===== src/rtl/decode_pkg.sv =====
// Shared constants, decoded-bundle type and immediate generator for the RV32I decode queue.
// Optional M-extension decode is enabled by defining RV_M_EXT_EN.
package decode_pkg;

   localparam int unsigned XLEN    = 32;
   localparam int unsigned ALU_W   = 4;
   localparam int unsigned SEL_W   = 2;
   localparam int unsigned IMMT_W  = 3;
   localparam int unsigned CLASS_W = 12;

   localparam logic [6:0] OPC_LUI      = 7'b0110111;
   localparam logic [6:0] OPC_AUIPC    = 7'b0010111;
   localparam logic [6:0] OPC_JAL      = 7'b1101111;
   localparam logic [6:0] OPC_JALR     = 7'b1100111;
   localparam logic [6:0] OPC_BRANCH   = 7'b1100011;
   localparam logic [6:0] OPC_LOAD     = 7'b0000011;
   localparam logic [6:0] OPC_STORE    = 7'b0100011;
   localparam logic [6:0] OPC_OP_IMM   = 7'b0010011;
   localparam logic [6:0] OPC_OP       = 7'b0110011;
   localparam logic [6:0] OPC_MISC_MEM = 7'b0001111;
   localparam logic [6:0] OPC_SYSTEM   = 7'b1110011;

   localparam logic [IMMT_W-1:0] IMM_I    = 3'b000;
   localparam logic [IMMT_W-1:0] IMM_S    = 3'b001;
   localparam logic [IMMT_W-1:0] IMM_B    = 3'b010;
   localparam logic [IMMT_W-1:0] IMM_U    = 3'b011;
   localparam logic [IMMT_W-1:0] IMM_J    = 3'b100;
   localparam logic [IMMT_W-1:0] IMM_C    = 3'b101;
   localparam logic [IMMT_W-1:0] IMM_SH   = 3'b110;
   localparam logic [IMMT_W-1:0] IMM_NONE = 3'b111;

   localparam logic [SEL_W-1:0] SEL_REG  = 2'b00;
   localparam logic [SEL_W-1:0] SEL_IMM  = 2'b01;
   localparam logic [SEL_W-1:0] SEL_PC   = 2'b10;
   localparam logic [SEL_W-1:0] SEL_ZERO = 2'b11;

   localparam logic [ALU_W-1:0] ALU_ADD  = 4'b0000;
   localparam logic [ALU_W-1:0] ALU_SUB  = 4'b1000;
   localparam logic [ALU_W-1:0] ALU_SLL  = 4'b0001;
   localparam logic [ALU_W-1:0] ALU_SLT  = 4'b0010;
   localparam logic [ALU_W-1:0] ALU_SLTU = 4'b0011;
   localparam logic [ALU_W-1:0] ALU_XOR  = 4'b0100;
   localparam logic [ALU_W-1:0] ALU_SRL  = 4'b0101;
   localparam logic [ALU_W-1:0] ALU_SRA  = 4'b1101;
   localparam logic [ALU_W-1:0] ALU_OR   = 4'b0110;
   localparam logic [ALU_W-1:0] ALU_AND  = 4'b0111;

   localparam int unsigned CLS_OP       = 0;
   localparam int unsigned CLS_LUI      = 1;
   localparam int unsigned CLS_AUIPC    = 2;
   localparam int unsigned CLS_JAL      = 3;
   localparam int unsigned CLS_JALR     = 4;
   localparam int unsigned CLS_BRANCH   = 5;
   localparam int unsigned CLS_LOAD     = 6;
   localparam int unsigned CLS_STORE    = 7;
   localparam int unsigned CLS_MISC_MEM = 8;
   localparam int unsigned CLS_SYSTEM   = 9;
   localparam int unsigned CLS_MULDIV   = 10;
   localparam int unsigned CLS_ILLEGAL  = 11;

   typedef struct packed {
      logic [2:0]         funct3;
      logic [4:0]         rs1;
      logic [4:0]         rs2;
      logic [4:0]         rd;
      logic [XLEN-1:0]    imm;
      logic [SEL_W-1:0]   sel_a;
      logic [SEL_W-1:0]   sel_b;
      logic [ALU_W-1:0]   alu_op;
      logic [11:0]        csr_addr;
      logic [CLASS_W-1:0] cls;
   } dec_bundle_t;

   function automatic logic [XLEN-1:0] gen_imm(input logic [31:0] inst, input logic [IMMT_W-1:0] typ);
      logic [XLEN-1:0] imm;
      imm = '0;
      case (typ)
         IMM_I:   imm = {{20{inst[31]}}, inst[31:20]};
         IMM_S:   imm = {{20{inst[31]}}, inst[31:25], inst[11:7]};
         IMM_B:   imm = {{19{inst[31]}}, inst[31], inst[7], inst[30:25], inst[11:8], 1'b0};
         IMM_U:   imm = {inst[31:12], 12'h000};
         IMM_J:   imm = {{11{inst[31]}}, inst[31], inst[19:12], inst[20], inst[30:21], 1'b0};
         IMM_C:   imm = {27'd0, inst[19:15]};
         IMM_SH:  imm = {27'd0, inst[24:20]};
         default: imm = '0;
      endcase
      return imm;
   endfunction

endpackage


===== src/rtl/decode_logic.sv =====
// Combinational RV32I instruction-to-bundle decoder with strict legality checking.
// Defining RV_M_EXT_EN makes OP funct7=0000001 decode as muldiv instead of illegal.
module decode_logic
   import decode_pkg::*;
(
   input  logic [31:0]  inst_i,
   output dec_bundle_t  bundle_o
);

   logic [2:0]        w_funct3;
   logic [6:0]        w_funct7;
   logic [IMMT_W-1:0] w_imm_type;
   logic              w_illegal;
   logic              w_shift;

   assign w_funct3 = inst_i[14:12];
   assign w_funct7 = inst_i[31:25];
   assign w_shift  = (w_funct3 == 3'b001) || (w_funct3 == 3'b101);

   always_comb begin
      bundle_o          = '0;
      w_imm_type        = IMM_NONE;
      w_illegal         = 1'b0;
      bundle_o.funct3   = w_funct3;
      bundle_o.rs1      = inst_i[19:15];
      bundle_o.rs2      = inst_i[24:20];
      bundle_o.rd       = inst_i[11:7];
      bundle_o.csr_addr = inst_i[31:20];
      bundle_o.sel_a    = SEL_REG;
      bundle_o.sel_b    = SEL_REG;
      bundle_o.alu_op   = ALU_ADD;

      case (inst_i[6:0])
         OPC_LUI: begin
            bundle_o.cls[CLS_LUI] = 1'b1;
            w_imm_type     = IMM_U;
            bundle_o.sel_a = SEL_IMM;
            bundle_o.sel_b = SEL_ZERO;
         end
         OPC_AUIPC, OPC_JAL: begin
            bundle_o.cls[CLS_AUIPC] = (inst_i[6:0] == OPC_AUIPC);
            bundle_o.cls[CLS_JAL]   = (inst_i[6:0] == OPC_JAL);
            w_imm_type     = (inst_i[6:0] == OPC_JAL) ? IMM_J : IMM_U;
            bundle_o.sel_a = SEL_PC;
            bundle_o.sel_b = SEL_IMM;
         end
         OPC_JALR: begin
            bundle_o.cls[CLS_JALR] = 1'b1;
            w_illegal      = (w_funct3 != 3'b000);
            w_imm_type     = IMM_I;
            bundle_o.sel_b = SEL_IMM;
         end
         OPC_BRANCH: begin
            bundle_o.cls[CLS_BRANCH] = 1'b1;
            w_illegal  = (w_funct3 == 3'b010) || (w_funct3 == 3'b011);
            w_imm_type = IMM_B;
         end
         OPC_LOAD: begin
            bundle_o.cls[CLS_LOAD] = 1'b1;
            w_illegal      = (w_funct3 == 3'b011) || (w_funct3[2:1] == 2'b11);
            w_imm_type     = IMM_I;
            bundle_o.sel_b = SEL_IMM;
         end
         OPC_STORE: begin
            bundle_o.cls[CLS_STORE] = 1'b1;
            w_illegal      = (w_funct3 >= 3'b011);
            w_imm_type     = IMM_S;
            bundle_o.sel_b = SEL_IMM;
         end
         OPC_MISC_MEM: begin
            bundle_o.cls[CLS_MISC_MEM] = 1'b1;
            w_imm_type = IMM_I;
         end
         OPC_SYSTEM: begin
            bundle_o.cls[CLS_SYSTEM] = 1'b1;
            w_imm_type     = w_funct3[2] ? IMM_C : IMM_I;
            bundle_o.sel_a = w_funct3[2] ? SEL_IMM : SEL_REG;
            bundle_o.sel_b = SEL_IMM;
         end
         OPC_OP_IMM: begin
            bundle_o.cls[CLS_OP] = 1'b1;
            bundle_o.sel_b       = SEL_IMM;
            if (w_shift) begin
               w_imm_type      = IMM_SH;
               bundle_o.alu_op = {inst_i[30], w_funct3};
               w_illegal       = !((w_funct7 == 7'b0000000) ||
                                   ((w_funct7 == 7'b0100000) && (w_funct3 == 3'b101)));
            end else begin
               w_imm_type      = IMM_I;
               bundle_o.alu_op = {1'b0, w_funct3};
            end
         end
         OPC_OP: begin
            bundle_o.cls[CLS_OP] = 1'b1;
            bundle_o.alu_op      = {inst_i[30], w_funct3};
            if (w_funct7 == 7'b0000000) begin
               w_illegal = 1'b0;
            end else if (w_funct7 == 7'b0100000) begin
               w_illegal = !((w_funct3 == 3'b000) || (w_funct3 == 3'b101));
`ifdef RV_M_EXT_EN
            end else if (w_funct7 == 7'b0000001) begin
               bundle_o.cls[CLS_OP]     = 1'b0;
               bundle_o.cls[CLS_MULDIV] = 1'b1;
               bundle_o.alu_op          = {1'b0, w_funct3};
`endif
            end else begin
               w_illegal = 1'b1;
            end
         end
         default: w_illegal = 1'b1;
      endcase

      if (inst_i[1:0] != 2'b11) w_illegal = 1'b1;
      // Illegal encodings carry only the illegal class bit.
      if (w_illegal) begin
         bundle_o.cls              = '0;
         bundle_o.cls[CLS_ILLEGAL] = 1'b1;
      end
      bundle_o.imm = gen_imm(inst_i, w_imm_type);
   end

endmodule


===== src/rtl/decode_queue.sv =====
// Decode stage: decodes fetched instructions at push and buffers DEPTH decoded bundles for execute.
// Build option RV_M_EXT_EN (in decode_logic) enables M-extension decode.
module decode_queue
   import decode_pkg::*;
#(
   parameter int unsigned DEPTH    = 2,
   parameter int unsigned PC_WIDTH = 32
) (
   input  logic                clk_i,
   input  logic                rst_i,
   input  logic                flush_i,
   input  logic                inst_valid_i,
   output logic                inst_ready_o,
   input  logic [31:0]         inst_i,
   input  logic [PC_WIDTH-1:0] pc_i,
   output logic                dec_valid_o,
   input  logic                dec_ready_i,
   output logic [PC_WIDTH-1:0] pc_o,
   output logic [2:0]          funct3_o,
   output logic [4:0]          rs1_o,
   output logic [4:0]          rs2_o,
   output logic [4:0]          rd_o,
   output logic [31:0]         imm_o,
   output logic [1:0]          sel_dat_a_o,
   output logic [1:0]          sel_dat_b_o,
   output logic [3:0]          alu_op_o,
   output logic [11:0]         csr_addr_o,
   output logic [11:0]         class_o
);

   localparam int unsigned PTR_W = $clog2(DEPTH);
   localparam int unsigned CNT_W = $clog2(DEPTH + 1);

   logic [CNT_W-1:0]    r_count;
   logic [PTR_W-1:0]    r_wr_ptr;
   logic [PTR_W-1:0]    r_rd_ptr;
   dec_bundle_t         r_mem [DEPTH];
   logic [PC_WIDTH-1:0] r_pc  [DEPTH];

   dec_bundle_t         w_dec;
   dec_bundle_t         w_head;
   logic                w_valid;
   logic                w_push;
   logic                w_pop;

   decode_logic u_decode_logic (
      .inst_i   (inst_i),
      .bundle_o (w_dec)
   );

   assign w_valid      = (r_count != '0);
   assign inst_ready_o = (r_count != CNT_W'(DEPTH));
   assign w_push       = inst_valid_i && inst_ready_o && !flush_i;
   assign w_pop        = w_valid && dec_ready_i && !flush_i;

   // Pointer/count control; flush empties the queue and drops same-cycle input.
   always_ff @(posedge clk_i or posedge rst_i) begin
      if (rst_i) begin
         r_count  <= '0;
         r_wr_ptr <= '0;
         r_rd_ptr <= '0;
      end else if (flush_i) begin
         r_count  <= '0;
         r_wr_ptr <= '0;
         r_rd_ptr <= '0;
      end else begin
         if (w_push) r_wr_ptr <= r_wr_ptr + PTR_W'(1);
         if (w_pop)  r_rd_ptr <= r_rd_ptr + PTR_W'(1);
         if (w_push && !w_pop)      r_count <= r_count + CNT_W'(1);
         else if (w_pop && !w_push) r_count <= r_count - CNT_W'(1);
      end
   end

   always_ff @(posedge clk_i) begin
      if (w_push) begin
         r_mem[r_wr_ptr] <= w_dec;
         r_pc[r_wr_ptr]  <= pc_i;
      end
   end

   // Head entry is masked to zero whenever the queue is empty.
   assign w_head      = w_valid ? r_mem[r_rd_ptr] : '0;
   assign pc_o        = w_valid ? r_pc[r_rd_ptr]  : '0;
   assign dec_valid_o = w_valid;
   assign funct3_o    = w_head.funct3;
   assign rs1_o       = w_head.rs1;
   assign rs2_o       = w_head.rs2;
   assign rd_o        = w_head.rd;
   assign imm_o       = w_head.imm;
   assign sel_dat_a_o = w_head.sel_a;
   assign sel_dat_b_o = w_head.sel_b;
   assign alu_op_o    = w_head.alu_op;
   assign csr_addr_o  = w_head.csr_addr;
   assign class_o     = w_head.cls;

endmodule

===== config.mk =====
export PLATFORM = sky130hd
export DESIGN_NAME = decode_queue
export DESIGN_NICKNAME = d
export VERILOG_FILES = /design/src/rtl/decode_pkg.sv /design/src/rtl/decode_logic.sv /design/src/rtl/decode_queue.sv
export SDC_FILE = /design/constraint.sdc
export NUM_CORES = 1
export LEC_CHECK = 0
export BUFFER_PORTS_ARGS = -buffer_cell sky130_fd_sc_hd__buf_2
export CORE_MARGIN = 3
export CORE_UTILIZATION = 25
export CTS_BUF_LIST = sky130_fd_sc_hd__clkbuf_4
export CTS_CLUSTER_SIZE = 24
export DETAILED_ROUTE_END_ITERATION = 8
export GPL_TIMING_DRIVEN = 1
export HOLD_SLACK_MARGIN = 0.12
export SKIP_LAST_GASP = 1
export SYNTH_ARGS = -nofsm -noshare
export SYNTH_HDL_FRONTEND = slang
export SYNTH_SLANG_ARGS = --single-unit

===== constraint.sdc =====
create_clock -name clk_i -period 14.6 [get_ports clk_i]
set_input_delay 1.46 -clock clk_i [delete_from_list [all_inputs] [get_ports clk_i]]
set_output_delay 1.46 -clock clk_i [all_outputs]
set_load 0.01 [all_outputs]

==> out/qor.txt, run 1 <==
critical path class = reg2out
max incr delay on CP = 1.04 ns
worst-path cell chain = buf_4 > mux2i_1 > nor2_1 > buf_2
Synth Area in Adders = 0
wire length of the first global-routing pass = 36.2 mm
post_cts resized = 0
gr usage total = 0.122
Tcrit/Tclk final = 0.336
mux cell area share after synthesis = 0.117
Post-Route WL = 24.6 mm
Min-Delay Path Class = reg2reg
Syn Nets = 711
largest net degree at the start of global routing = 80
Layout area overhead = 23.0%
PwrDens = 124 nW/um2
XOR/XNOR share of the synthesized area = 0.00282
hold path depth = 2
Fin. Hold Viols = 0
Clock Pin Slew Worst Setup and Hold Paths = 0.06 ns
wire per inst = 17.9 um
yosys warns = 0
origin of the worst min-delay path = r_wr_ptr$_DFFE_PP0P_
Initial Utilization = 0.254
Yosys cell types = 59
vias per cell = 4.36
ys flop type = edfxtp_1
IO buf count = 183
Core Rows = 70
slew margin rel. = 0.286
dpl cells = 1,261
die width = 199 um
Final Skew = 0.0349 ns
Congestion Overflow GR = 0
Fmax = 204 MHz
post-synthesis cell count = 642
worst path required time = 13.14 ns
Max FO, Critical Path = 57
final setup fails = 0
Compound-Gate Fraction of Synth Area = 0.0410
sw frac = 0.255
die height = 199 um
vias = 5,983
layout cells sized above 1 = 0.338
simple-gate portion of the synthesized area = 0.110
clk buf depth = 3
type of origin of the critical path = flip-flop
worst slew pin tran = 1.07 ns
1st-iter DRT viols = 400
hold_buf cts = 0
worst r2r path cells = 5
CTS HTree Levels = 2
die area = 39,700 um2
Setup TNS Final = 0 ns
Crit. End Element = output port
placer congestion estimate = 0.787
Synth async-reset ratio = 0.0182
first drt pass iteration count = 6
Finished Layout Cells = 1,371
Leakage = 4.45 nW
Yosys reg bits = 220
Period minus WS final = 4.90 ns
nets = 925
Gate power share = 0.110
reg2reg setup slack = 11.74 ns
Post-Syn Area = 9330 um2
clk sinks = 220
sequential share of the synthesized area = 0.706
CTS tree = built
sequential share of power = 0.514
MaxCap Viol Count = 0
# Post-CTS Setup Buffers = 0
clk_lat worst skew = 0.72 ns
reg2reg start = r_count[0]$_DFFE_PP0P_
IO Count = 185
fin. max-slew vios = 0
status = finished, final reports clean
Final ANT Viol Nets = 0
Clock power frac = 0.375
Mean Syn Cell Area = 14.5 um2
unrepaired setup endpoints after global routing = no
post-route DRC violation count = 0
worst path arrival time = 3.44 ns
number of synthesized flops with an enable pin = 216
initial antenna violation count = 4
FF-to-FF End = r_mem[1][29]$_DFFE_PP_
largest family of logic cells by synthesized area = multiplexers
CTS root buf = clkbuf_4
Crit-path slowest cell = dfrtp_4
placed wire-length estimate = 15.9 mm
Hold EP = r_wr_ptr$_DFFE_PP0P_
Num CTS Buffers = 61
Pint = 1.06 mW
vias in the first global route = 6,076
Peak VDD IR = 0.0609 mV
Switch Pwr = 0.363 mW
area of the core = 36,700 um2
==> state kept, by name, summed over array words and instances, names as in the netlist <==
register	cells
r_wr_ptr	1
r_mem	152
r_count	2
r_rd_ptr	1
r_pc	64
==> cell usage in the layout (no fill, tap or decap), drive strengths merged, types with 6 or more instances in the layout <==
cell,n
a21o,14
a21oi,7
a31oi,6
and2,9
buf,190
clkbuf,91
clkinv,14
edfxtp,216
inv,7
mux2i,109
nand2,27
nand3,6
nor2,129
nor3,6
==> per-stage QoR <==
| step | utilization | hold WS [ns] | cell area (um2) | setup slack [ns] | power, mW |
|---|---|---|---|---|---|
| after floorplan | - | 0.519 | 9330 | 4.48 | 0.843 |
| after global placement | 0.292 | 0.552 | 10700 | 10.39 | 0.907 |
| after global routing | 0.312 | 0.495 | 11500 | 9.38 | 1.51 |
| after CTS | 0.312 | 0.472 | 11500 | 9.48 | 1.46 |
| final | 0.313 | 0.594 | 11500 | 9.70 | 1.42 |
| after detailed placement | 0.292 | 0.594 | 10700 | 10.40 | 0.908 |
==> how the worst max path moves through the flow <==
stage                                        to  slack [ns]            startpoint
after CTS                              pc_o[23]        9.48  r_rd_ptr$_DFFE_PP0P_
final                                  imm_o[0]        9.70  r_rd_ptr$_DFFE_PP0P_
after floorplan           r_mem[1][0]$_DFFE_PP_        4.48          inst_valid_i
after detailed placement               pc_o[23]       10.40  r_rd_ptr$_DFFE_PP0P_
after global routing              csr_addr_o[3]        9.38  r_rd_ptr$_DFFE_PP0P_
after global placement                 pc_o[23]       10.39  r_rd_ptr$_DFFE_PP0P_
==> worst max-delay path: cells and delay by family (launching register included) <==
family / cells / cell delay [ns]
buffers and inverters: 2 / 1.11
DFF: 1 / 1.04
muxes: 1 / 0.37
and+or+nand+nor: 1 / 0.07
==> power by group through the flow <==
stage          registers [mW]  logic, mW  clock network [mW]
3_3_place_gp            0.746      0.161                   0
3_5_place_dp            0.747      0.162                   0
6_report                0.733      0.157               0.534
5_1_grt                 0.735      0.175               0.599
4_1_cts                 0.733      0.162               0.564
2_1_floorplan           0.744     0.0988                   0
==> kinds of logic after synthesis <==
| group | count (synthesis) |
|---|---|
| flops | 220 |
| simple gates | 214 |
| mux | 109 |
| compound gates | 50 |
| buf+inv | 45 |
| xor+xnor | 3 |
| other cells | 1 |
==> per-layer routing <==
metal  global-route usage  part of all wire  routed length [um]  vias to the layer above
met4               0.0385             0.017                 421                        2
met5                    0           0.00053                  13                        -
met3               0.0428             0.072                1780                       39
li1                     -                 -                   -                     2850
met1                0.152              0.43               10500                     2883
met2                0.199              0.48               11800                      209
==> cell type report <==
cell class	count	area, um2
Antenna cell	4	10.0
Clock buffer	91	683
Clock inverter	15	61.3
Fill cell	3725	25200
Inverter	6	22.5
Multi-Input combinational cell	377	2550
Sequential cell	220	6590
Tap cell	468	586
Timing Repair Buffer	190	968
==> Yosys cell counts, types with 5 or more instances <==
master | instances | area [um2]
mux2i_1 | 109 | 1090
inv_1 | 6 | 22.5
edfxtp_1 | 216 | 6490
a21o_1 | 14 | 105
nor3_1 | 5 | 25.0
buf_2 | 8 | 40.0
clkbuf_1 | 19 | 71.3
nor2_1 | 128 | 480
a21oi_1 | 7 | 35.0
nand2_1 | 27 | 101
and2_1 | 9 | 56.3
buf_4 | 8 | 60.1
nand3_1 | 6 | 30.0
Power figures use the tool's default switching activity.
==> run 2: changes to the inputs <==
ABC_AREA = 1   (was not set)
clock period = 4.8 ns   (was 14.6 ns; I/O delays follow)
==> out/qor.txt, run 2 <==
vias = 6,916
pre-CTS setup slack = 1.86 ns
wire length of the first global-routing pass = 39.3 mm
first drt pass iteration count = 7
worst path arrival time = 3.14 ns
placer congestion estimate = 0.782
wire per inst = 16.5 um
die area = 39,000 um2
IO Count = 185
WL met2 = 11.9 mm
reg2reg setup slack = 2.40 ns
Period minus WS final = 3.62 ns
Tcrit/Tclk final = 0.753
clk buf depth = 3
Crit. End Element = output port
MaxCap Viol Count = 0
CTS root buf = clkbuf_4
clk sinks = 220
Finished Cell Area = 11,900 um2
unrepaired setup endpoints after global routing = no
ys flop type = edfxtp_1
most frequent cells in the layout = nand2_1 (280), edfxtp_1 (216), buf_2 (183)
die width = 197 um
Num CTS Buffers = 58
Largest register FFs = 152
Max FO, Critical Path = 87
Crit-path slowest cell = inv_4
layout cells sized above 1 = 0.278
largest registers = r_mem x152, r_pc x64, r_count x2
Core Rows = 69
Layout area overhead = 29.9%
Post-Syn Area = 9160 um2
Setup TNS Final = 0 ns
Final Util = 0.332
leading area contributor after synthesis = edfxtp_1
Synth top area share = 0.708
final setup fails = 0
largest reg by FF count = r_mem
commonest non-fill, non-tap cell in the layout = nand2_1
worst r2r path cells = 4
Peak VDD IR = 0.200 mV
placed wire-length estimate = 16.5 mm
met3 WL post-DR = 1.74 mm
fin. max-slew vios = 0
Yosys cell types = 24
dpl cell area = 10,500 um2
post-synthesis cell count = 811
sequential share of the synthesized area = 0.719
nets = 1,146
Synth async-reset ratio = 0.0182
CTS HTree Levels = 2
reg2reg start = r_rd_ptr$_DFFE_PP0P_
most common cell in the synthesized netlist = nand2_1
vias per cell = 4.37
Final ANT Viol Nets = 0
Initial Utilization = 0.256
1st-iter DRT viols = 400
Fmax = 277 MHz
number of synthesized flops with an enable pin = 216
Congestion Overflow GR = 0
clk_lat worst skew = 0.73 ns
Area contributors post-synth = edfxtp_1 (71%), nand2_1 (11%), a21oi_1 (6.9%), nor2_1 (1.6%), inv_1 (1.4%)
Leakage = 4.89 nW
worst slew pin tran = 1.08 ns
die height = 197 um
Fin. Hold Viols = 0
Min-Delay Path Class = in2async
area of the core = 35,800 um2
Final Skew = 0.0492 ns
FF-to-FF End = r_rd_ptr$_DFFE_PP0P_
Clock Pin Slew Worst Setup and Hold Paths = 0.07 ns
type of origin of the critical path = flip-flop
largest net degree at the start of global routing = 88
yosys warns = 0
IO buf count = 183
gr usage total = 0.132
Syn Nets = 880
post-route DRC violation count = 0
Metal-1 WL = 11.9 mm
max incr delay on CP = 0.78 ns
Mean Syn Cell Area = 11.3 um2
critical path class = reg2out
Yosys reg bits = 220
worst-path cell chain = inv_4 > buf_4 > nand2_1 > a21oi_1 > buf_2
worst path required time = 4.32 ns
Post-Route WL = 26.1 mm
slew margin rel. = 0.281
hold_ws = 0.228 ns
PwrDens = 425 nW/um2
CTS tree = built
status = finished, final reports clean
final worst slack = 1.18 ns
initial antenna violation count = 5
fillers = 3,618
commonest cells in the netlist = nand2_1 (280), edfxtp_1 (216), a21oi_1 (127)
highest metal used = met5
vias in the first global route = 6,794
post_cts resized = 0
[run 2: cell count changes after synthesis, moves of 4 or more]
cell      before  now
nand2_1       27  280
a21oi_1        7  127
mux2i_1      109    0
nor2_1       128   38
inv_1          6   34
nand3_1        6   23
nand2_2        0   15
a21o_1        14    0
clkbuf_1      19   33
and2_1         9    0
o21ai_0        4   12
buf_2          8    2
a31oi_1        4    0
nand2b_1       4    0
[run 2: final cells by class]
type | instances | area, um2 | share of cell area
Timing Repair Buffer | 251 | 1600 | 0.135
Clock buffer | 86 | 646 | 0.0543
Sequential cell | 220 | 6590 | 0.554
Multi-Input combinational cell | 512 | 2250 | 0.189
Tap cell | 461 | 577 | 0.0485
Inverter | 34 | 130 | 0.0109
Antenna cell | 2 | 5.00 | 0.000421
Clock inverter | 15 | 91.3 | 0.00768
[run 2: where the power goes]
| part | internal (mW) | total [mW] | switching, mW | leakage (nW) |
|---|---|---|---|---|
| clock | 0.868 | 1.63 | 0.760 | 0.442 |
| combinational | 0.365 | 1.12 | 0.754 | 2.43 |
| sequential | 2.25 | 2.30 | 0.0581 | 2.02 |
| total | 3.48 | 5.05 | 1.57 | 4.89 |
[run 2: per-layer routing]
metal,vias up,global-route usage
li1,3355,-
met1,3235,0.181
met5,-,0
met3,49,0.0338
met2,271,0.204
met4,6,0.0433
[run 2: worst max path at each step]
stage / startpoint / to / depth (start not counted)
4_1_cts: r_rd_ptr$_DFFE_PP0P_ / pc_o[26] / 5
2_1_floorplan: r_count[0]$_DFFE_PP0P_ / r_mem[0][0]$_DFFE_PP_ / 6
3_5_place_dp: r_rd_ptr$_DFFE_PP0P_ / pc_o[26] / 5
5_1_grt: r_rd_ptr$_DFFE_PP0P_ / imm_o[17] / 5
3_3_place_gp: r_rd_ptr$_DFFE_PP0P_ / pc_o[25] / 5
6_report: r_rd_ptr$_DFFE_PP0P_ / pc_o[22] / 5
[run 2: kinds of logic (layout without fill, tap and decap cells)]
logic type | Yosys count | in the layout | synth area share
simple gates | 370 | 370 | 0.165
compound gates | 140 | 140 | 0.0768
buf+inv | 79 | 386 | 0.0377
other cells | 1 | 3 | 0.000409
flops | 220 | 220 | 0.719
mux | 1 | 1 | 0.00123
[run 2: critical path, delay by kind of cell, from the launching register on]
family	cells	cell delay, ns
compound gates	1	0.17
buf+inv	3	1.36
flops	1	0.72
simple gates	1	0.08
[run 2: what timing repair did]
action	in CTS	in global routing
hold buffers	61	0
setup buffers	0	0
hold endpoints to repair	132	0
[run 2: metrics by stage]
| stage | power [mW] | std cells |
|---|---|---|
| CTS | 5.15 | 1579 |
| global route | 5.37 | 1581 |
| finish | 5.05 | 1581 |
| detailed placement | 3.46 | 1417 |
| global placement | 3.45 | 1417 |
| floorplan | 2.94 | 811 |
==> run 3: changes to the inputs <==
clock period = 3.2 ns   (was 4.8 ns; I/O delays follow)
==> out/qor.txt, run 3 (synthesis results as in run 2) <==
status = finished, final reports clean
vias in the first global route = 6,987
critical path class = reg2reg
placed wire-length estimate = 17.4 mm
final worst slack = 0.393 ns
most frequent cells in the layout = nand2_1 (280), edfxtp_1 (216), buf_2 (183)
clk_lat worst skew = 0.70 ns
worst slew pin tran = 0.800 ns
wire length of the first global-routing pass = 40.3 mm
first drt pass iteration count = 5
placer congestion estimate = 0.852
Max FO, Critical Path = 25
largest net degree at the start of global routing = 109
die width = 197 um
Core Rows = 69
Period minus WS final = 2.81 ns
Final Skew = 0.0415 ns
layout cells sized above 1 = 0.285
commonest non-fill, non-tap cell in the layout = nand2_1
clk buf depth = 3
worst-path cell chain = nor2_4 > inv_1 > nand2_1 > o21ai_0 > dlygate4sd3_1 > a21oi_1 > dlygate4sd3_1
Leakage = 5.00 nW
met1 GRT Util = 0.179
Crit. End Element = flip-flop
area of the core = 35,800 um2
CTS tree = built
max incr delay on CP = 0.64 ns
crit path buf inv count = 3
clk sinks = 220
Fin. Hold Viols = 0
CTS root buf = clkbuf_4
Setup TNS Final = 0 ns
pre-CTS setup slack = 0.786 ns
Clock Pin Slew Worst Setup and Hold Paths = 0.06 ns
IO Count = 185
Largest register FFs = 152
Tcrit/Tclk final = 0.877
IO buf count = 183
CTS HTree Levels = 2
largest reg by FF count = r_mem
initial antenna violation count = 0
Post-Route WL = 27.3 mm
fillers = 3,593
die height = 197 um
Min-Delay Path Class = in2reg
Congestion Overflow GR = 0
slew margin rel. = 0.466
ANT cells = 0
vias per cell = 4.46
# Post-CTS Setup Buffers = 0
vias = 7,142
die area = 39,000 um2
Crit-path slowest cell = nor2_4
largest registers = r_mem x152, r_pc x64, r_count x2
GRT busiest layer = met2
final setup fails = 0
PwrDens = 640 nW/um2
type of origin of the critical path = flip-flop
Fmax = 356 MHz
worst path required time = 3.84 ns
gr usage total = 0.135
nets = 1,165
post-route DRC violation count = 0
wire per inst = 17.0 um
1st-iter DRT viols = 493
GR Util met3 = 0.0380
Final ANT Viol Nets = 0
MaxCap Viol Count = 0
unrepaired setup endpoints after global routing = no
Peak VDD IR = 0.362 mV
fin. max-slew vios = 0
worst path arrival time = 3.45 ns
Initial Utilization = 0.256
Layout area overhead = 32.3%
most used cell, CP = dlygate4sd3_1
Num CTS Buffers = 61
critical path's top delay family = buffers and inverters
met2 usage = 0.213
==> run 3: cell type report <==
| type | instances | area (um2) | share of cell area |
|---|---|---|---|
| Sequential cell | 220 | 6590 | 0.544 |
| Multi-Input combinational cell | 512 | 2250 | 0.186 |
| Timing Repair Buffer | 267 | 1800 | 0.148 |
| Clock inverter | 14 | 65.1 | 0.00537 |
| Inverter | 34 | 130 | 0.0107 |
| Clock buffer | 95 | 713 | 0.0588 |
| Tap cell | 461 | 577 | 0.0476 |
==> run 3: worst paths after layout <==
path                                        startpoint                     to  slack, ns  depth (start not counted)
worst max register to register  r_count[1]$_DFFE_PP0P_   r_rd_ptr$_DFFE_PP0P_       0.39                          7
min in group asynchronous                        rst_i   r_rd_ptr$_DFFE_PP0P_       0.63                          4
worst max-delay path            r_count[1]$_DFFE_PP0P_   r_rd_ptr$_DFFE_PP0P_       0.39                          7
max in group asynchronous                        rst_i   r_rd_ptr$_DFFE_PP0P_       2.39                          4
worst min register to register    r_wr_ptr$_DFFE_PP0P_   r_wr_ptr$_DFFE_PP0P_       0.57                          1
worst min-delay path                         inst_i[0]  r_mem[1][8]$_DFFE_PP_       0.22                          5
==> run 3: metrics by stage <==
step           cells  area (um2)  hold slack [ns]  power, mW   util
6_report        1603       12100            0.222       7.76  0.338
5_1_grt         1603       12100            0.199       8.22  0.338
4_1_cts         1603       12100            0.130       7.91  0.338
3_5_place_dp    1424       10600            0.213       5.27  0.297
3_3_place_gp    1424       10600            0.224       5.26  0.297
2_1_floorplan    811        9160           0.0861       4.41      -
==> run 3: tightest hold or removal path, cell delays in order <==
cell	delay, ns
buf_2	0.10
nand2_1	0.13
nor2_1	0.10
nand2_1	0.09
inv_1	0.05
==> run 3: power by group <==
part	internal [mW]	switching, mW	leakage [nW]
clock network	1.34	1.18	0.468
logic	0.598	1.22	2.52
registers	3.37	0.0511	2.02
==> run 3: repair_timing <==
action                                 CTS  global route
gates resized for setup                  0             0
endpoints found under the hold margin  204             0
hold buffers                            70             0
==> run 3: metal layers <==
metal,share of wire,vias to the layer above
met1,0.44,3381
met3,0.086,56
met4,0.028,0
met2,0.44,314
met5,0,-
li1,-,3391
